==> src/rtl/vga_fb_pkg.sv <==
// Shared constants, types and helpers for the VGA framebuffer arbiter.
// Defaults describe a 640x480 8-bit framebuffer; instances may override them.
package vga_fb_pkg;

  localparam int unsigned H_ACTIVE = 640;
  localparam int unsigned V_ACTIVE = 480;
  localparam int unsigned FB_WORDS = H_ACTIVE * V_ACTIVE;
  localparam int unsigned ADDR_W   = 19;
  localparam int unsigned DATA_W   = 8;

  typedef logic [ADDR_W-1:0] fb_addr_t;
  typedef logic [DATA_W-1:0] pix_t;

  // Owner of a RAM cycle; also used as the return tag for read data.
  typedef enum logic [1:0] {
    SLOT_IDLE = 2'd0,
    SLOT_SCAN = 2'd1,
    SLOT_HWR  = 2'd2,
    SLOT_HRD  = 2'd3
  } slot_e;

  // Vsync is active low, so a frame begins on its falling edge.
  function automatic logic is_frame_start(input logic vs_prev, input logic vs_now);
    return vs_prev && !vs_now;
  endfunction

endpackage

==> src/rtl/vga_fb_scan_ctrl.sv <==
// Scanout address generation and front/back bank control: vsync edge detect,
// saturating scan counter with sticky overrun, and frame-aligned bank swap.
module vga_fb_scan_ctrl
  import vga_fb_pkg::*;
#(
  parameter int unsigned FB_WORDS = vga_fb_pkg::FB_WORDS,
  parameter int unsigned ADDR_W   = vga_fb_pkg::ADDR_W
) (
  input  logic              clk_i,
  input  logic              rst_ni,
  input  logic              vs_i,
  input  logic              scan_i,
  input  logic              swap_req_i,
  output logic [ADDR_W-1:0] scan_addr_o,
  output logic              front_o,
  output logic              swap_ack_o,
  output logic              overrun_o
);

  localparam logic [ADDR_W-1:0] LastAddr = ADDR_W'(FB_WORDS - 1);

  logic              vs_d_q;
  logic [ADDR_W-1:0] cnt_q, cnt_d;
  logic              ovr_q, ovr_d;
  logic              pend_q, pend_d;
  logic              front_q, front_d;
  logic              ack_q, ack_d;
  logic              frame_start;

  always_comb begin
    frame_start = is_frame_start(vs_d_q, vs_i);
    // A scan slot landing on frame start already uses the cleared address.
    scan_addr_o = frame_start ? '0 : cnt_q;

    cnt_d = cnt_q;
    ovr_d = ovr_q;
    if (frame_start) begin
      cnt_d = scan_i ? ADDR_W'(1) : '0;
    end else if (scan_i) begin
      if (cnt_q == LastAddr) begin
        ovr_d = 1'b1;
      end else begin
        cnt_d = cnt_q + ADDR_W'(1);
      end
    end

    // A request seen in the frame-start cycle re-arms pending for the next frame.
    ack_d   = frame_start && pend_q;
    front_d = front_q ^ ack_d;
    pend_d  = (pend_q && !frame_start) || swap_req_i;
  end

  always_ff @(posedge clk_i or negedge rst_ni) begin
    if (!rst_ni) begin
      vs_d_q  <= 1'b0;
      cnt_q   <= '0;
      ovr_q   <= 1'b0;
      pend_q  <= 1'b0;
      front_q <= 1'b0;
      ack_q   <= 1'b0;
    end else begin
      vs_d_q  <= vs_i;
      cnt_q   <= cnt_d;
      ovr_q   <= ovr_d;
      pend_q  <= pend_d;
      front_q <= front_d;
      ack_q   <= ack_d;
    end
  end

  assign front_o    = front_q;
  assign swap_ack_o = ack_q;
  assign overrun_o  = ovr_q;

endmodule

==> src/rtl/vga_fb_arbiter.sv <==
// Single-port framebuffer RAM arbiter: scanout owns active-area cycles, the
// host read/write ports share blanking cycles round-robin on the back bank.
module vga_fb_arbiter
  import vga_fb_pkg::*;
#(
  parameter int unsigned H_ACTIVE = vga_fb_pkg::H_ACTIVE,
  parameter int unsigned V_ACTIVE = vga_fb_pkg::V_ACTIVE,
  parameter int unsigned FB_WORDS = H_ACTIVE * V_ACTIVE,
  parameter int unsigned ADDR_W   = vga_fb_pkg::ADDR_W,
  parameter int unsigned DATA_W   = vga_fb_pkg::DATA_W
) (
  input  logic              i_clk,
  input  logic              i_reset_n,
  input  logic              i_vs,
  input  logic              i_activeArea,
  input  logic              i_wrValid,
  input  logic [ADDR_W-1:0] i_wrAddr,
  input  logic [DATA_W-1:0] i_wrData,
  output logic              o_wrReady,
  input  logic              i_rdValid,
  input  logic [ADDR_W-1:0] i_rdAddr,
  output logic              o_rdReady,
  output logic [DATA_W-1:0] o_rdData,
  output logic              o_rdDataValid,
  input  logic              i_swapReq,
  output logic              o_swapAck,
  output logic              o_frontBank,
  output logic [ADDR_W:0]   o_memAddr,
  output logic              o_memWe,
  output logic [DATA_W-1:0] o_memWdata,
  input  logic [DATA_W-1:0] i_memRdata,
  output logic [DATA_W-1:0] o_pixel,
  output logic              o_pixelValid,
  output logic              o_scanOverrun
);

  logic              running_q;
  logic              rr_q, rr_d;
  logic              host_cycle, wr_grant, rd_grant;
  slot_e             slot;
  slot_e             tag1_q, tag2_q;

  logic [ADDR_W-1:0] scan_addr;
  logic              front;

  logic [ADDR_W:0]   mem_addr_q, mem_addr_d;
  logic              mem_we_q, mem_we_d;
  logic [DATA_W-1:0] mem_wdata_q, mem_wdata_d;

  logic [DATA_W-1:0] pixel_q, pixel_d;
  logic              pixel_valid_q, pixel_valid_d;
  logic [DATA_W-1:0] rd_data_q, rd_data_d;
  logic              rd_valid_q, rd_valid_d;

  vga_fb_scan_ctrl #(
    .FB_WORDS (FB_WORDS),
    .ADDR_W   (ADDR_W)
  ) u_scan_ctrl (
    .clk_i       (i_clk),
    .rst_ni      (i_reset_n),
    .vs_i        (i_vs),
    .scan_i      (i_activeArea),
    .swap_req_i  (i_swapReq),
    .scan_addr_o (scan_addr),
    .front_o     (front),
    .swap_ack_o  (o_swapAck),
    .overrun_o   (o_scanOverrun)
  );

  // rr_q = 0 favours the write port when both host requests collide.
  always_comb begin
    host_cycle = !i_activeArea && running_q;
    wr_grant   = host_cycle && i_wrValid && (!i_rdValid || !rr_q);
    rd_grant   = host_cycle && i_rdValid && (!i_wrValid || rr_q);
    rr_d       = rr_q ^ (wr_grant || rd_grant);

    slot = SLOT_IDLE;
    if (i_activeArea) begin
      slot = SLOT_SCAN;
    end else if (wr_grant) begin
      slot = SLOT_HWR;
    end else if (rd_grant) begin
      slot = SLOT_HRD;
    end
  end

  // Host traffic always targets the bank not being scanned out this cycle.
  always_comb begin
    mem_addr_d  = mem_addr_q;
    mem_we_d    = 1'b0;
    mem_wdata_d = mem_wdata_q;
    unique case (slot)
      SLOT_SCAN: mem_addr_d = {front, scan_addr};
      SLOT_HWR: begin
        mem_addr_d  = {~front, i_wrAddr};
        mem_we_d    = 1'b1;
        mem_wdata_d = i_wrData;
      end
      SLOT_HRD:  mem_addr_d = {~front, i_rdAddr};
      default: ;
    endcase
  end

  always_comb begin
    pixel_d       = '0;
    pixel_valid_d = 1'b0;
    rd_data_d     = rd_data_q;
    rd_valid_d    = 1'b0;
    unique case (tag2_q)
      SLOT_SCAN: begin
        pixel_d       = i_memRdata;
        pixel_valid_d = 1'b1;
      end
      SLOT_HRD: begin
        rd_data_d  = i_memRdata;
        rd_valid_d = 1'b1;
      end
      default: ;
    endcase
  end

  always_ff @(posedge i_clk or negedge i_reset_n) begin
    if (!i_reset_n) begin
      running_q     <= 1'b0;
      rr_q          <= 1'b0;
      mem_addr_q    <= '0;
      mem_we_q      <= 1'b0;
      mem_wdata_q   <= '0;
      tag1_q        <= SLOT_IDLE;
      tag2_q        <= SLOT_IDLE;
      pixel_q       <= '0;
      pixel_valid_q <= 1'b0;
      rd_data_q     <= '0;
      rd_valid_q    <= 1'b0;
    end else begin
      running_q     <= 1'b1;
      rr_q          <= rr_d;
      mem_addr_q    <= mem_addr_d;
      mem_we_q      <= mem_we_d;
      mem_wdata_q   <= mem_wdata_d;
      tag1_q        <= slot;
      tag2_q        <= tag1_q;
      pixel_q       <= pixel_d;
      pixel_valid_q <= pixel_valid_d;
      rd_data_q     <= rd_data_d;
      rd_valid_q    <= rd_valid_d;
    end
  end

  assign o_wrReady     = wr_grant;
  assign o_rdReady     = rd_grant;
  assign o_frontBank   = front;
  assign o_memAddr     = mem_addr_q;
  assign o_memWe       = mem_we_q;
  assign o_memWdata    = mem_wdata_q;
  assign o_pixel       = pixel_q;
  assign o_pixelValid  = pixel_valid_q;
  assign o_rdData      = rd_data_q;
  assign o_rdDataValid = rd_valid_q;

endmodule

==> config.mk <==
export PLATFORM = sky130hd
export DESIGN_NAME = vga_fb_arbiter
export DESIGN_NICKNAME = d
export VERILOG_FILES = /design/src/rtl/vga_fb_pkg.sv /design/src/rtl/vga_fb_scan_ctrl.sv /design/src/rtl/vga_fb_arbiter.sv
export SDC_FILE = /design/constraint.sdc
export NUM_CORES = 1
export LEC_CHECK = 0
export CAP_MARGIN = 20
export CORE_MARGIN = 2
export CORE_UTILIZATION = 40
export CTS_CLUSTER_DIAMETER = 50
export DETAILED_ROUTE_END_ITERATION = 12
export HOLD_SLACK_MARGIN = 0.05
export PLACE_DENSITY = 0.77
export SYNTH_ARGS = -nofsm -noshare
export SYNTH_HDL_FRONTEND = slang
export SYNTH_SLANG_ARGS = --single-unit
==> constraint.sdc <==
create_clock -name i_clk -period 1.8 [get_ports i_clk]
set_input_delay 0.18 -clock i_clk [delete_from_list [all_inputs] [get_ports i_clk]]
set_output_delay 0.18 -clock i_clk [all_outputs]
set_load 0.01 [all_outputs]
# [Word level (Yosys, flattened, before mapping)]
# Cells that the tools add are included.
[classes] n_mux=13 n_bitwise=4 n_eq_ne=7 addsub=1 n_reduce_logical=22
[op_table] operator="19-bit 2-to-1 mux" count=4
[op_table] operator="20-bit case mux with 3 select lines" count=1
[op_table] operator="19-bit by 1-bit adder with 19-bit output (second input constant)" count=1
[op_table] operator="19-bit equality test (second input constant)" count=1
[op_table] operator="1-bit logical AND" count=8
[op_table] operator="8-bit 2-to-1 mux" count=1
[op_table] operator="2-bit equality test (second input constant)" count=3
[op_table] operator="1-bit logical NOT" count=6
[op_table] operator="2-bit 2-to-1 mux" count=3
[op_table] operator="2-bit by 1-bit equality test with 1-bit output (second input constant)" count=2
[op_table] operator="1-bit logical OR" count=4
[op_table] operator="1-bit 2-to-1 mux" count=4
[op_table] operator="3-bit AND reduction" count=1
[op_table] operator="3-bit nonzero test" count=1
[op_table] operator="2-bit by 1-bit inequality test with 1-bit output (second input constant)" count=1
[op_table] operator="1-bit inverter" count=2
[op_table] operator="2-bit AND reduction" count=1
[op_table] operator="2-bit nonzero test" count=1
[op_table] operator="1-bit bitwise XOR" count=2
[word_totals] word_cells=64 register_bits=77 output_inout_bits=52 input_bits=61

# [Depth between registers and ports, before layout]
# Gate-level depths: netlist (run 1).
[depth] word_depth=9 ltp_mapped=8 mapped_depth_nobuf=6

# [Hierarchy]
# Synthesis (run 1) repeated with hierarchy kept, for this count alone.
[unflattened] cells_unflattened=353 hier_area_um2=3746.1
[modules_own_cells] module="vga_fb_arbiter" area_per_inst_um2=2429.8 seq_area_each_um2=1326.3 instances=1 cells_per_inst=213
[modules_own_cells] module="vga_fb_scan_ctrl" area_per_inst_um2=1316.3 seq_area_each_um2=600.6 instances=1 cells_per_inst=140

# [Worst setup path before layout (run 1)]
# Ideal clock, no wire load.
[synth_timing] kind="reg-to-reg" from="register u_scan_ctrl.cnt_q[0]" to="register u_scan_ctrl.cnt_q[3]" slack_ns=0.073 setup_time_ns=0.076 t_arrival_ns=1.650 required_ns=1.724 stages_incl_launch_ff=8 cell_sequence="dfrtp_1 ha_1 nand3_1 or3_1 buf_6 o21ai_4 or4_2 o21ai_1"
[synth_between] elab_chain_len=4
[synth_rtl] item="start: declaration" line="vga_fb_scan_ctrl.sv:23" text="logic [ADDR_W-1:0] cnt_q, cnt_d;"
[synth_rtl] item="start signal: assignment" line="vga_fb_scan_ctrl.sv:63" text="cnt_q <= cnt_d;"
[synth_rtl] item="19-bit by 1-bit adder with 19-bit output" line="vga_fb_scan_ctrl.sv:43" text="cnt_d = cnt_q + ADDR_W'(1);"
[synth_rtl] item="19-bit 2-to-1 mux" line="vga_fb_scan_ctrl.sv:40" text="if (cnt_q == LastAddr) begin"
[synth_rtl] item="19-bit 2-to-1 mux" line="vga_fb_scan_ctrl.sv:39" text="end else if (scan_i) begin"
[synth_rtl] item="19-bit 2-to-1 mux" line="vga_fb_scan_ctrl.sv:37" text="if (frame_start) begin"
# Parallel ways exist; a longest one is shown, timed or not. The select of a mux whose other input is x is not followed.
# A chain may end at the register's enable or synchronous reset.

# [Worst setup path in the final report (run 1)]
# Same ends and word-level chain as after synthesis.

==> results of run 1 <==
-- critical path, cell delays in order, from the launching register on --
cell and delay [ps]:
dfrtp_1 390, ha_1 220, nand3_1 100, or3_4 160
o21ai_4 80, or4_2 660, o21ai_2 90
-- metal layers --
layer | vias to the layer above | global-route usage (%) | part of all wire, %
met2 | 107 | 31.83 | 49
met1 | 1466 | 25.78 | 44
met4 | 0 | 7.158 | 2.0
met5 | - | 0 | 0
met3 | 16 | 2.950 | 4.5
li1 | 1419 | - | -
-- cell families (layout without fill, tap and decap cells) --
family                   after synthesis  count (layout)  synth area share (%)
adder cells (fa/ha/maj)                1               1                0.3570
AND/OR/NAND/NOR                      132             132                 19.71
multiplexers                          17              17                 5.427
other                                  1               1                0.1070
buffers and inverters                 24             166                 3.998
XOR/XNOR                              12              12                 2.999
AO/OA/AOI/OAI                         64              64                 12.42
flip-flops                            77              77                 54.98
-- metrics by stage --
stage	util, %	setup WS [ps]	std cells
2_1_floorplan	-	73.34	328
5_1_grt	60.03	-53.67	578
3_5_place_dp	57.13	-94.09	561
3_3_place_gp	57.13	-97.12	561
4_1_cts	59.78	47.75	578
6_report	60.03	8.610	578
-- power by group through the flow --
| stage | combinational, uW | clock [uW] | sequential [uW] |
|---|---|---|---|
| 2_1_floorplan | 354 | 0 | 2230 |
| 3_3_place_gp | 1150 | 0 | 2130 |
| 3_5_place_dp | 1180 | 0 | 2150 |
| 4_1_cts | 1180 | 1440 | 2110 |
| 5_1_grt | 1260 | 1520 | 2140 |
| 6_report | 1170 | 1410 | 2110 |
-- area by class of cell --
type | instances | area (sq um) | area share [%]
clock inverters | 6 | 87.58 | 1.698
clock buffers | 10 | 127.6 | 2.474
multi-input cells | 227 | 1468 | 28.45
well taps | 108 | 135.1 | 2.619
flip-flops and latches | 77 | 1927 | 37.35
inverters | 4 | 15.01 | 0.2911
repair buffers | 146 | 1399 | 27.12
-- worst paths after layout --
check / from / endpoint / cells past startpoint
max in group asynchronous: i_reset_n / u_scan_ctrl.cnt_q[9]$_DFFE_PN0P_ / 3
max reg2reg: u_scan_ctrl.cnt_q[0]$_DFFE_PN0P_ / u_scan_ctrl.cnt_q[3]$_DFFE_PN0P_ / 6
max: u_scan_ctrl.cnt_q[0]$_DFFE_PN0P_ / u_scan_ctrl.cnt_q[3]$_DFFE_PN0P_ / 6
min in group i_clk: i_vs / u_scan_ctrl.vs_d_q$_DFF_PN0_ / 1
min reg2reg: tag1_q[0]$_DFF_PN0_ / tag2_q[0]$_DFF_PN0_ / 0
min: i_reset_n / o_memWdata[0]$_DFFE_PN0N_ / 2
-- cell usage after synthesis, types with 5 or more instances --
cell	count	area share, %
a21oi_1	27	3.9
and2_1	11	2.0
nand2_1	30	3.2
mux2_2	16	5.1
a221oi_1	19	4.7
nor2_1	52	5.6
nand3_1	9	1.3
xor2_1	10	2.5
buf_6	5	1.6
dfrtp_1	77	55
clkbuf_1	11	1.2
-- registers in the layout (all words and copies together), names as in the netlist --
signal                  count
o_memAddr                  20
o_memWdata                  8
o_memWe                     1
o_pixel                     8
o_pixelValid                1
o_rdData                    8
o_rdDataValid               1
rr_q                        1
running_q                   1
tag1_q                      2
tag2_q                      2
u_scan_ctrl.cnt_q          19
u_scan_ctrl.front_o         1
u_scan_ctrl.overrun_o       1
u_scan_ctrl.pend_q          1
u_scan_ctrl.swap_ack_o      1
u_scan_ctrl.vs_d_q          1
-- repair_timing --
item / CTS / global route
setup endpoints to repair: 3 / 4
pin swaps: 0 / 1
resized for setup: 3 / 4
hold buffers: 1 / 0
endpoints found under the hold margin: 25 / 0
==> metrics.txt, run 1 <==
WP data required=2060 ps; Pwr Total=4694 uW; average routed wire per standard cell=15.74 um; gr ovfl total=0; R2R Setup Slk=9 ps; CP max FO=6; number of iterations in the first detailed-routing pass=4; antenna viol nets, final=0; Top FF cell, synth=dfrtp_1; Final Hold Viols=0; Tmin final=1791 ps; outcome=completed; vias in the first global route=3079; synthesis warning total=0; setup bufs post-CTS=0; via-per-instance ratio=5.204; Clock power frac=30.1%; Placeable Area=8593 sq um; hold crit path type=in2async; global placer's final weighted congestion=0.8547; total CTS buffers=9; final worst-path cycle share=99.52%; largest net degree at the start of global routing=53; CTS root buf=clkbuf_8; max-cap viol count=0; Final nets=527; CTS tree=done; diode count=0; setup_tns=0 ps; register area share after synthesis=54.98%; commonest non-fill, non-tap cell in the layout=clkdlybuf4s50_1; most frequent cells in the layout=clkdlybuf4s50_1 (109), dfrtp_1 (77), nor2_1 (52); initial antenna violation count=0; DP Area=4910 sq um; H-tree depth=3; Worst Setup End Kind=flip-flop; CTS Sinks=77; total die area=9527 sq um; LEAKAGE=0.002226 uW; post-route cell area=5159 sq um; CP arrival=2050 ps; Area Overhead vs Synth=47.20%; CP Launch Type=flip-flop; clock latency on the worst-skew pair=340 ps; combinational fraction of design power=25.0%; DR vias=3008; Port Buffers=112; Mapped Nets=390; RSZ-0062 raised after global routing=yes; routed wire length=9099 um; IO Count=113; placed wire-length estimate=6579 um; Min Hold Slack=293.8 ps; Switching Fraction=26.75%; layout cells sized above 1=17.87%; Reg clk slew, reported paths=80 ps; number of enable flip-flop cells after synthesis=0; sw power=1256 uW; max-slew violation count=0; initial core utilization=40.78%; clock buffer depth=2; first-pass GRT wire length=14950 um; P per Cell Area=909.9 nW/um^2; Fin Clk Skew=9.910 ps; post-synthesis cell area=3505 sq um; Filler cells=676; Mapped Cells=328; Die X=97.61 um; FF+latch count, synth=77; worst vdd ir=0.0004747 V; max frequency=558.2 MHz; DRC violations left=0; die height=97.61 um; WS Path Type=reg2reg; Iteration-0 DRC Markers=169; FP Rows=34; synthesized area per cell=10.68 sq um; ys async rst share=100.0%; sequential power share=44.9%; Int Power=3438 uW; final setup fails=0; unique cell type count in the Yosys netlist=50; gr usage total=19.28%
Note: power is estimated with default switching activity, not from simulation.
==> run 2: changes to the inputs <==
- CTS_CLUSTER_DIAMETER: 50 -> default
==> results of run 2 <==
No change in the layout: final DEF, timing and power equal those of run 1.
